### config.mk
export PLATFORM = sky130hd
export DESIGN_NAME = buffer_ram_write_scheduler
export DESIGN_NICKNAME = d
export VERILOG_FILES = /design/src/rtl/buffer_ram_pkg.sv /design/src/rtl/rect_walker.sv /design/src/rtl/buffer_ram_write_scheduler.sv
export SDC_FILE = /design/constraint.sdc
export NUM_CORES = 1
export LEC_CHECK = 0
export CAP_MARGIN = 10
export CORE_MARGIN = 10
export CORE_UTILIZATION = 54
export DETAILED_ROUTE_END_ITERATION = 8
export GPL_ROUTABILITY_DRIVEN = 0
export PLACE_DENSITY = 0.91
export SYNTH_ARGS = -nofsm -noshare
export SYNTH_HDL_FRONTEND = slang
export SYNTH_HIERARCHICAL = 1
export SYNTH_SLANG_ARGS = --single-unit
export TNS_END_PERCENT = 30
### constraint.sdc
create_clock -name CLK -period 2.75 [get_ports CLK]
set_input_delay 0.55 -clock CLK [delete_from_list [all_inputs] [get_ports CLK]]
set_output_delay 0.55 -clock CLK [all_outputs]
set_load 0.05 [all_outputs]
### src/rtl/buffer_ram_pkg.sv
// Shared types and width helpers for buffer_ram clients.
package buffer_ram_pkg;

  typedef enum logic [1:0] {
    IDLE = 2'd0,
    FILL = 2'd1,
    DONE = 2'd2
  } fill_state_t;

  // Address field sized for the default 240x240 frame.
  localparam int unsigned PIX_AW = 16;

  typedef struct packed {
    logic [PIX_AW-1:0] addr;
    logic [7:0]        r;
    logic [7:0]        g;
    logic [7:0]        b;
  } pixel_t;

  function automatic int unsigned coord_w(input int unsigned limit);
    return (limit > 1) ? $clog2(limit) : 1;
  endfunction

  function automatic int unsigned addr_w(input int unsigned x_limit, input int unsigned y_limit);
    return coord_w(x_limit) + coord_w(y_limit);
  endfunction

endpackage

### src/rtl/rect_walker.sv
// Rectangle cursor: raster-walks (x0,y0)..(x1,y1), producing linear addresses by accumulation.
module rect_walker
  import buffer_ram_pkg::*;
#(
  parameter int unsigned X_LIMIT = 240,
  parameter int unsigned XW      = 8,
  parameter int unsigned YW      = 8,
  parameter int unsigned AW      = 16
) (
  input  logic          clk,
  input  logic          rst_n,
  input  logic          load,
  input  logic          step,
  input  logic [XW-1:0] x0,
  input  logic [XW-1:0] x1,
  input  logic [YW-1:0] y0,
  input  logic [YW-1:0] y1,
  output logic [AW-1:0] addr,
  output logic          last
);

  logic [XW-1:0] x_q, x_d, x0_q, x0_d, x1_q, x1_d;
  logic [YW-1:0] y_q, y_d, y1_q, y1_d;
  logic [AW-1:0] row_base_q, row_base_d;

  always_comb begin
    x_d        = x_q;
    y_d        = y_q;
    x0_d       = x0_q;
    x1_d       = x1_q;
    y1_d       = y1_q;
    row_base_d = row_base_q;
    if (load) begin
      x_d        = x0;
      y_d        = y0;
      x0_d       = x0;
      x1_d       = x1;
      y1_d       = y1;
      // The only multiply: once per command, never per pixel.
      row_base_d = AW'(AW'(y0) * AW'(X_LIMIT));
    end else if (step) begin
      if (x_q == x1_q) begin
        x_d        = x0_q;
        y_d        = y_q + YW'(1);
        row_base_d = row_base_q + AW'(X_LIMIT);
      end else begin
        x_d = x_q + XW'(1);
      end
    end
  end

  always_ff @(posedge clk or negedge rst_n) begin
    if (!rst_n) begin
      x_q        <= '0;
      y_q        <= '0;
      x0_q       <= '0;
      x1_q       <= '0;
      y1_q       <= '0;
      row_base_q <= '0;
    end else begin
      x_q        <= x_d;
      y_q        <= y_d;
      x0_q       <= x0_d;
      x1_q       <= x1_d;
      y1_q       <= y1_d;
      row_base_q <= row_base_d;
    end
  end

  assign addr = row_base_q + AW'(x_q);
  assign last = (x_q == x1_q) && (y_q == y1_q);

endmodule

### src/rtl/buffer_ram_write_scheduler.sv
// Owns the buffer_ram write port; round-robin shares it between host pixels and the fill engine.
module buffer_ram_write_scheduler
  import buffer_ram_pkg::*;
#(
  parameter int unsigned X_LIMIT = 240,
  parameter int unsigned Y_LIMIT = 240,
  localparam int unsigned XW = coord_w(X_LIMIT),
  localparam int unsigned YW = coord_w(Y_LIMIT),
  localparam int unsigned AW = addr_w(X_LIMIT, Y_LIMIT)
) (
  input  logic          CLK,
  input  logic          RESET,
  input  logic [XW-1:0] PIX_X,
  input  logic [YW-1:0] PIX_Y,
  input  logic [7:0]    PIX_R,
  input  logic [7:0]    PIX_G,
  input  logic [7:0]    PIX_B,
  input  logic          PIX_VALID,
  output logic          PIX_READY,
  input  logic [XW-1:0] FILL_X0,
  input  logic [XW-1:0] FILL_X1,
  input  logic [YW-1:0] FILL_Y0,
  input  logic [YW-1:0] FILL_Y1,
  input  logic [7:0]    FILL_R,
  input  logic [7:0]    FILL_G,
  input  logic [7:0]    FILL_B,
  input  logic          FILL_VALID,
  output logic          FILL_READY,
  input  logic          FILL_ABORT,
  output logic          FILL_BUSY,
  output logic          FILL_DONE,
  output logic          FILL_ERR,
  output logic [AW-1:0] WRITE_RAM_ADDRESS,
  output logic [7:0]    WRITE_RAM_COLOR_R,
  output logic [7:0]    WRITE_RAM_COLOR_G,
  output logic [7:0]    WRITE_RAM_COLOR_B,
  output logic          WRITE_RAM
);

  fill_state_t   state_q, state_d;
  logic          err_q, err_d;
  logic          last_fill_q, last_fill_d;
  logic [7:0]    fr_q, fr_d, fg_q, fg_d, fb_q, fb_d;
  pixel_t        pix_q, pix_d;
  logic          wr_q, wr_d;
  logic          busy_q, busy_d;
  logic          done_q, done_d;
  logic          ferr_q, ferr_d;

  logic          load_c;
  logic          walk_last_c;
  logic [AW-1:0] walk_addr_c;
  logic          cmd_ok_c, host_in_c;
  logic [AW-1:0] host_addr_c;
  logic          req_fill_c, req_host_c, gnt_fill_c, gnt_host_c;

  rect_walker #(
    .X_LIMIT (X_LIMIT),
    .XW      (XW),
    .YW      (YW),
    .AW      (AW)
  ) u_walker (
    .clk   (CLK),
    .rst_n (RESET),
    .load  (load_c),
    .step  (gnt_fill_c),
    .x0    (FILL_X0),
    .x1    (FILL_X1),
    .y0    (FILL_Y0),
    .y1    (FILL_Y1),
    .addr  (walk_addr_c),
    .last  (walk_last_c)
  );

  assign cmd_ok_c = (FILL_X0 <= FILL_X1) && (FILL_Y0 <= FILL_Y1) &&
                    (32'(FILL_X1) < X_LIMIT) && (32'(FILL_Y1) < Y_LIMIT);
  assign host_in_c   = (32'(PIX_X) < X_LIMIT) && (32'(PIX_Y) < Y_LIMIT);
  assign host_addr_c = AW'(AW'(PIX_Y) * AW'(X_LIMIT)) + AW'(PIX_X);

  // Round-robin: on contention the side not granted last time wins.
  assign req_fill_c = (state_q == FILL);
  assign req_host_c = PIX_VALID;
  assign gnt_fill_c = req_fill_c && (!req_host_c || !last_fill_q);
  assign gnt_host_c = req_host_c && !gnt_fill_c;

  assign PIX_READY  = gnt_host_c;
  assign FILL_READY = (state_q == IDLE);

  always_comb begin
    state_d     = state_q;
    err_d       = err_q;
    last_fill_d = last_fill_q;
    fr_d        = fr_q;
    fg_d        = fg_q;
    fb_d        = fb_q;
    pix_d       = pix_q;
    wr_d        = 1'b0;
    load_c      = 1'b0;

    unique case (state_q)
      IDLE: begin
        if (FILL_VALID) begin
          fr_d = FILL_R;
          fg_d = FILL_G;
          fb_d = FILL_B;
          if (cmd_ok_c) begin
            load_c  = 1'b1;
            err_d   = 1'b0;
            state_d = FILL;
          end else begin
            err_d   = 1'b1;
            state_d = DONE;
          end
        end
      end
      FILL: begin
        if (FILL_ABORT)                     state_d = IDLE;
        else if (gnt_fill_c && walk_last_c) state_d = DONE;
      end
      DONE:    state_d = IDLE;
      default: state_d = IDLE;
    endcase

    if (req_fill_c && req_host_c) last_fill_d = gnt_fill_c;

    if (gnt_fill_c) begin
      wr_d  = 1'b1;
      pix_d = '{addr: PIX_AW'(walk_addr_c), r: fr_q, g: fg_q, b: fb_q};
    end else if (gnt_host_c && host_in_c) begin
      wr_d  = 1'b1;
      pix_d = '{addr: PIX_AW'(host_addr_c), r: PIX_R, g: PIX_G, b: PIX_B};
    end

    busy_d = (state_d == FILL);
    done_d = (state_d == DONE);
    ferr_d = (state_d == DONE) && err_d;
  end

  always_ff @(posedge CLK or negedge RESET) begin
    if (!RESET) begin
      state_q     <= IDLE;
      err_q       <= 1'b0;
      last_fill_q <= 1'b0;
      fr_q        <= '0;
      fg_q        <= '0;
      fb_q        <= '0;
      pix_q       <= '0;
      wr_q        <= 1'b0;
      busy_q      <= 1'b0;
      done_q      <= 1'b0;
      ferr_q      <= 1'b0;
    end else begin
      state_q     <= state_d;
      err_q       <= err_d;
      last_fill_q <= last_fill_d;
      fr_q        <= fr_d;
      fg_q        <= fg_d;
      fb_q        <= fb_d;
      pix_q       <= pix_d;
      wr_q        <= wr_d;
      busy_q      <= busy_d;
      done_q      <= done_d;
      ferr_q      <= ferr_d;
    end
  end

  if (AW < PIX_AW) begin : g_trim
    logic unused_addr_bits;
    assign unused_addr_bits = ^pix_q.addr[PIX_AW-1:AW];
  end

  assign WRITE_RAM         = wr_q;
  assign WRITE_RAM_ADDRESS = AW'(pix_q.addr);
  assign WRITE_RAM_COLOR_R = pix_q.r;
  assign WRITE_RAM_COLOR_G = pix_q.g;
  assign WRITE_RAM_COLOR_B = pix_q.b;
  assign FILL_BUSY         = busy_q;
  assign FILL_DONE         = done_q;
  assign FILL_ERR          = ferr_q;

endmodule

==> results.json <==
{
  "hp-class": "primary input to async pin",
  "ir_worst_vdd_v": 0.000631,
  "ff_latch_area_um2": 3100,
  "crit_buf_inv": 6,
  "synth_edf_count": 0,
  "max_cap_violations": 0,
  "diodes": 0,
  "slowest_stage": "fa_1",
  "slew_violations": 0,
  "r2r_cells": 9,
  "num_vias": 8577,
  "placed_area_um2": 11000,
  "min_period_ps": 3470,
  "fp-row-count": 45,
  "synth_seq_cells": 124,
  "grtUsageTotal_pct": 27.4,
  "seqPwrFrac_pct": 27.4,
  "drc": 0,
  "cts_tree": "built",
  "synth_top_family_by_area": "adder cells",
  "cp-start-kind": "primary input",
  "stdcell_area_um2": 12500,
  "layout_setup_ws_ps": -722,
  "final_core_util_pct": 81.9,
  "reg2reg_slack_ps": 230,
  "areaGrowthSynthToFinish_pct": 48.9,
  "synthTopCellsByCount": "124 x dfrtp_1, 87 x nor2_1, 79 x inv_1",
  "regToRegStartpoint": "u_walker/x_q[5]",
  "p_leak_uw": 0.00542,
  "cpPeakStageDelay_ps": 570,
  "worst_ep_required_time_ps": 3030,
  "rsz0062_at_grt": "yes",
  "hold_slack_ps": 55.3,
  "cts.path.max_buffers": 2,
  "clkPwrFrac_pct": 18.9,
  "crit_family": "adder cells",
  "nNetsFinal": 1316,
  "ctsHtreeMaxLevel": 4,
  "fill_cells": 737,
  "cts.sink_count": 124,
  "p_sw_share_pct": 44.6,
  "fmax_mhz": 288,
  "max_slew_margin_pct": 57.4,
  "initialDrtViolationCount": 1134,
  "grt_pass1_wl_mm": 45.0,
  "gr-usage-met2_pct": 48.0,
  "critical_path.cell_chain": "buf_8 -> clkinvlp_4 -> buf_4 -> fa_1 -> fa_1 -> inv_1 -> ha_4 -> a21oi_4 -> nor2b_2 -> nor3_2 -> xor2_2 -> buf_4 -> buf_4 -> xor2_1 -> o21ai_0",
  "synth_cells": 858,
  "syn_nets": 1044,
  "wirelength_mm": 33.1,
  "async_flop_share_pct": 100,
  "grt_pass1_vias": 8766,
  "r2r_end": "WRITE_RAM_ADDRESS[9]",
  "fp.dieArea_um2": 20900,
  "clk_pin_slew_ps": 60,
  "synth_cell_types": 74,
  "routedWlPerCell_um": 24.9,
  "dp_hpwl_mm": 19.1,
  "ys.flop_type": "dfrtp_1",
  "syn-mean-instance-area_um2": 9.75,
  "core-area_um2": 15200,
  "yosys.area_share.simple_pct": 14.7,
  "muxShareOfSynthArea_pct": 6.27,
  "use_met1_pct": 29.4,
  "worst_ep_arrival_time_ps": 3750,
  "cts_root_buffer": "clkbuf_16",
  "violations": "negative setup slack",
  "p_comb_share_pct": 53.6,
  "finalPower_uw": 12000,
  "multi_input_area_um2": 5540,
  "outcome": "finished, violations left",
  "drt.antenna.violating_nets": 0,
  "grt_overflow": 0,
  "dr.pass1.iters": 6,
  "hold_buffers": 0,
  "clock_skew_ps": 12.8,
  "synth-warning-count": 6,
  "seq_area_frac_synth_pct": 37.1,
  "critical_path_class": "primary input to register",
  "synth_area_leaders": "dfrtp_1 37%, ha_1 8.7%, fa_1 6.5%",
  "synthMostInstantiatedCell": "dfrtp_1",
  "yosys.area.top_type": "dfrtp_1",
  "drive_above_1_share_pct": 32.8,
  "tightest_slew_ps": 637,
  "grt_antenna_before_repair": 0,
  "synth_xor_area_share_pct": 6.66,
  "die_w_um": 144,
  "powerDensity_nw_per_um2": 961,
  "use_met3_pct": 6.43,
  "ios": 147,
  "synth_fa_ha_area_share_pct": 15.1,
  "finalHoldViolCount": 0,
  "insertion_delay_ps": 420,
  "finalCritPeriodShare_pct": 126,
  "synth_top_area_share_pct": 37.1,
  "synth_area_um2": 8370,
  "net-switching-power_uw": 5350,
  "crit_top_cell": "buf_4",
  "fin_tns_setup_ps": -5770,
  "die_height_um": 144,
  "initial_utilization_pct": 55.0,
  "path_max_fanout": 4,
  "avgViaCountPerCell": 6.44,
  "cts_inserted_buffers": 17,
  "setup_viol": 36,
  "p_int_uw": 6630,
  "top_usage_layer": "met2",
  "io_buffers": 146,
  "grt_max_degree": 60,
  "synth_compound_area_share_pct": 14.3,
  "crit_path_end_kind": "register"
}
sequential cells by signal, summed over array words and instances (netlist names):
register             flops
WRITE_RAM_COLOR_R        8
FILL_BUSY                1
last_fill_q              1
u_walker/x1_q            8
WRITE_RAM_COLOR_G        8
WRITE_RAM_ADDRESS       16
fr_q                     8
u_walker/y1_q            8
fg_q                     8
u_walker/y_q             8
u_walker/x0_q            8
WRITE_RAM                1
u_walker/x_q             8
FILL_DONE                1
FILL_ERR                 1
fb_q                     8
err_q                    1
WRITE_RAM_COLOR_B        8
state_q                  2
u_walker/row_base_q     12
power groups by stage:
| stage | sequential [uW] | combinational, uW | clock (uW) |
|---|---|---|---|
| floorplan | 3830 | 2890 | 0 |
| global placement | 3160 | 5100 | 0 |
| detailed placement | 3220 | 5360 | 0 |
| CTS | 3210 | 5770 | 2250 |
| global route | 3330 | 6680 | 2350 |
| finish | 3280 | 6420 | 2270 |
per-layer routing:
metal  routed length [um]  vias up
met5                    0        -
met4                 2710        0
met3                 3210      267
met2                16200      701
met1                11000     4061
li1                     -     3548
layout make-up:
| class | instances | area share, % |
|---|---|---|
| multi-input cells | 612 | 44.5 |
| well taps | 188 | 1.89 |
| inverters | 82 | 2.64 |
| flip-flops and latches | 124 | 24.9 |
| repair buffers | 293 | 21.4 |
| clock inverters | 15 | 1.31 |
| clock buffers | 17 | 3.42 |
placed cells by master, fill, tap and decap left out, drive strengths merged, types with 26 or more instances in the layout:
master           n
dfrtp          124
nor2            87
mux2            43
o21ai           44
fa              27
xnor2           30
buf            161
nand2           51
ha              58
a21oi           26
o22ai           27
inv             80
clkdlybuf4s50  111
xor2            28
per-stage QoR:
step	setup WS (ps)	cells
2_1_floorplan	-548	858
3_3_place_gp	-1110	1266
3_5_place_dp	-1280	1266
4_1_cts	-459	1318
5_1_grt	-740	1331
6_report	-722	1331
how the worst max path moves through the flow:
stage                        start                    end  cells past startpoint
after CTS                 PIX_Y[0]  WRITE_RAM_ADDRESS[14]                     12
final                     PIX_Y[4]  WRITE_RAM_ADDRESS[12]                     15
after global routing      PIX_Y[4]  WRITE_RAM_ADDRESS[15]                     15
after floorplan           PIX_Y[0]  WRITE_RAM_ADDRESS[15]                     11
after detailed placement  PIX_Y[4]  WRITE_RAM_ADDRESS[14]                     13
after global placement    PIX_Y[1]  WRITE_RAM_ADDRESS[15]                     12
worst reg2reg max path, cell delays in order, from the launching register on:
cell	delay, ps
dfrtp_1	480
ha_1	380
a21oi_1	110
o21bai_1	310
a21oi_1	140
buf_4	190
nand2b_1	170
xnor2_1	170
o22ai_1	330
a21oi_2	90
kinds of logic (layout without fill, tap and decap cells):
| logic type | count (synthesis) | after routing |
|---|---|---|
| adder cells (fa/ha/maj) | 85 | 85 |
| multiplexers | 47 | 47 |
| buffers and inverters | 122 | 407 |
| XOR/XNOR | 58 | 58 |
| AND/OR/NAND/NOR | 244 | 244 |
| flip-flops | 124 | 124 |
| AO/OA/AOI/OAI | 178 | 178 |
timing repair:
action / 4_1_cts / 5_1_grt
endpoints found under the hold margin: 0 / 0
pin swaps: 50 / 58
gates resized for setup: 125 / 97
endpoints found under the setup margin: 61 / 47
gates cloned: 0 / 0
buffers inserted: 20 / 14
No activity file was read; power rests on OpenSTA's default activity.
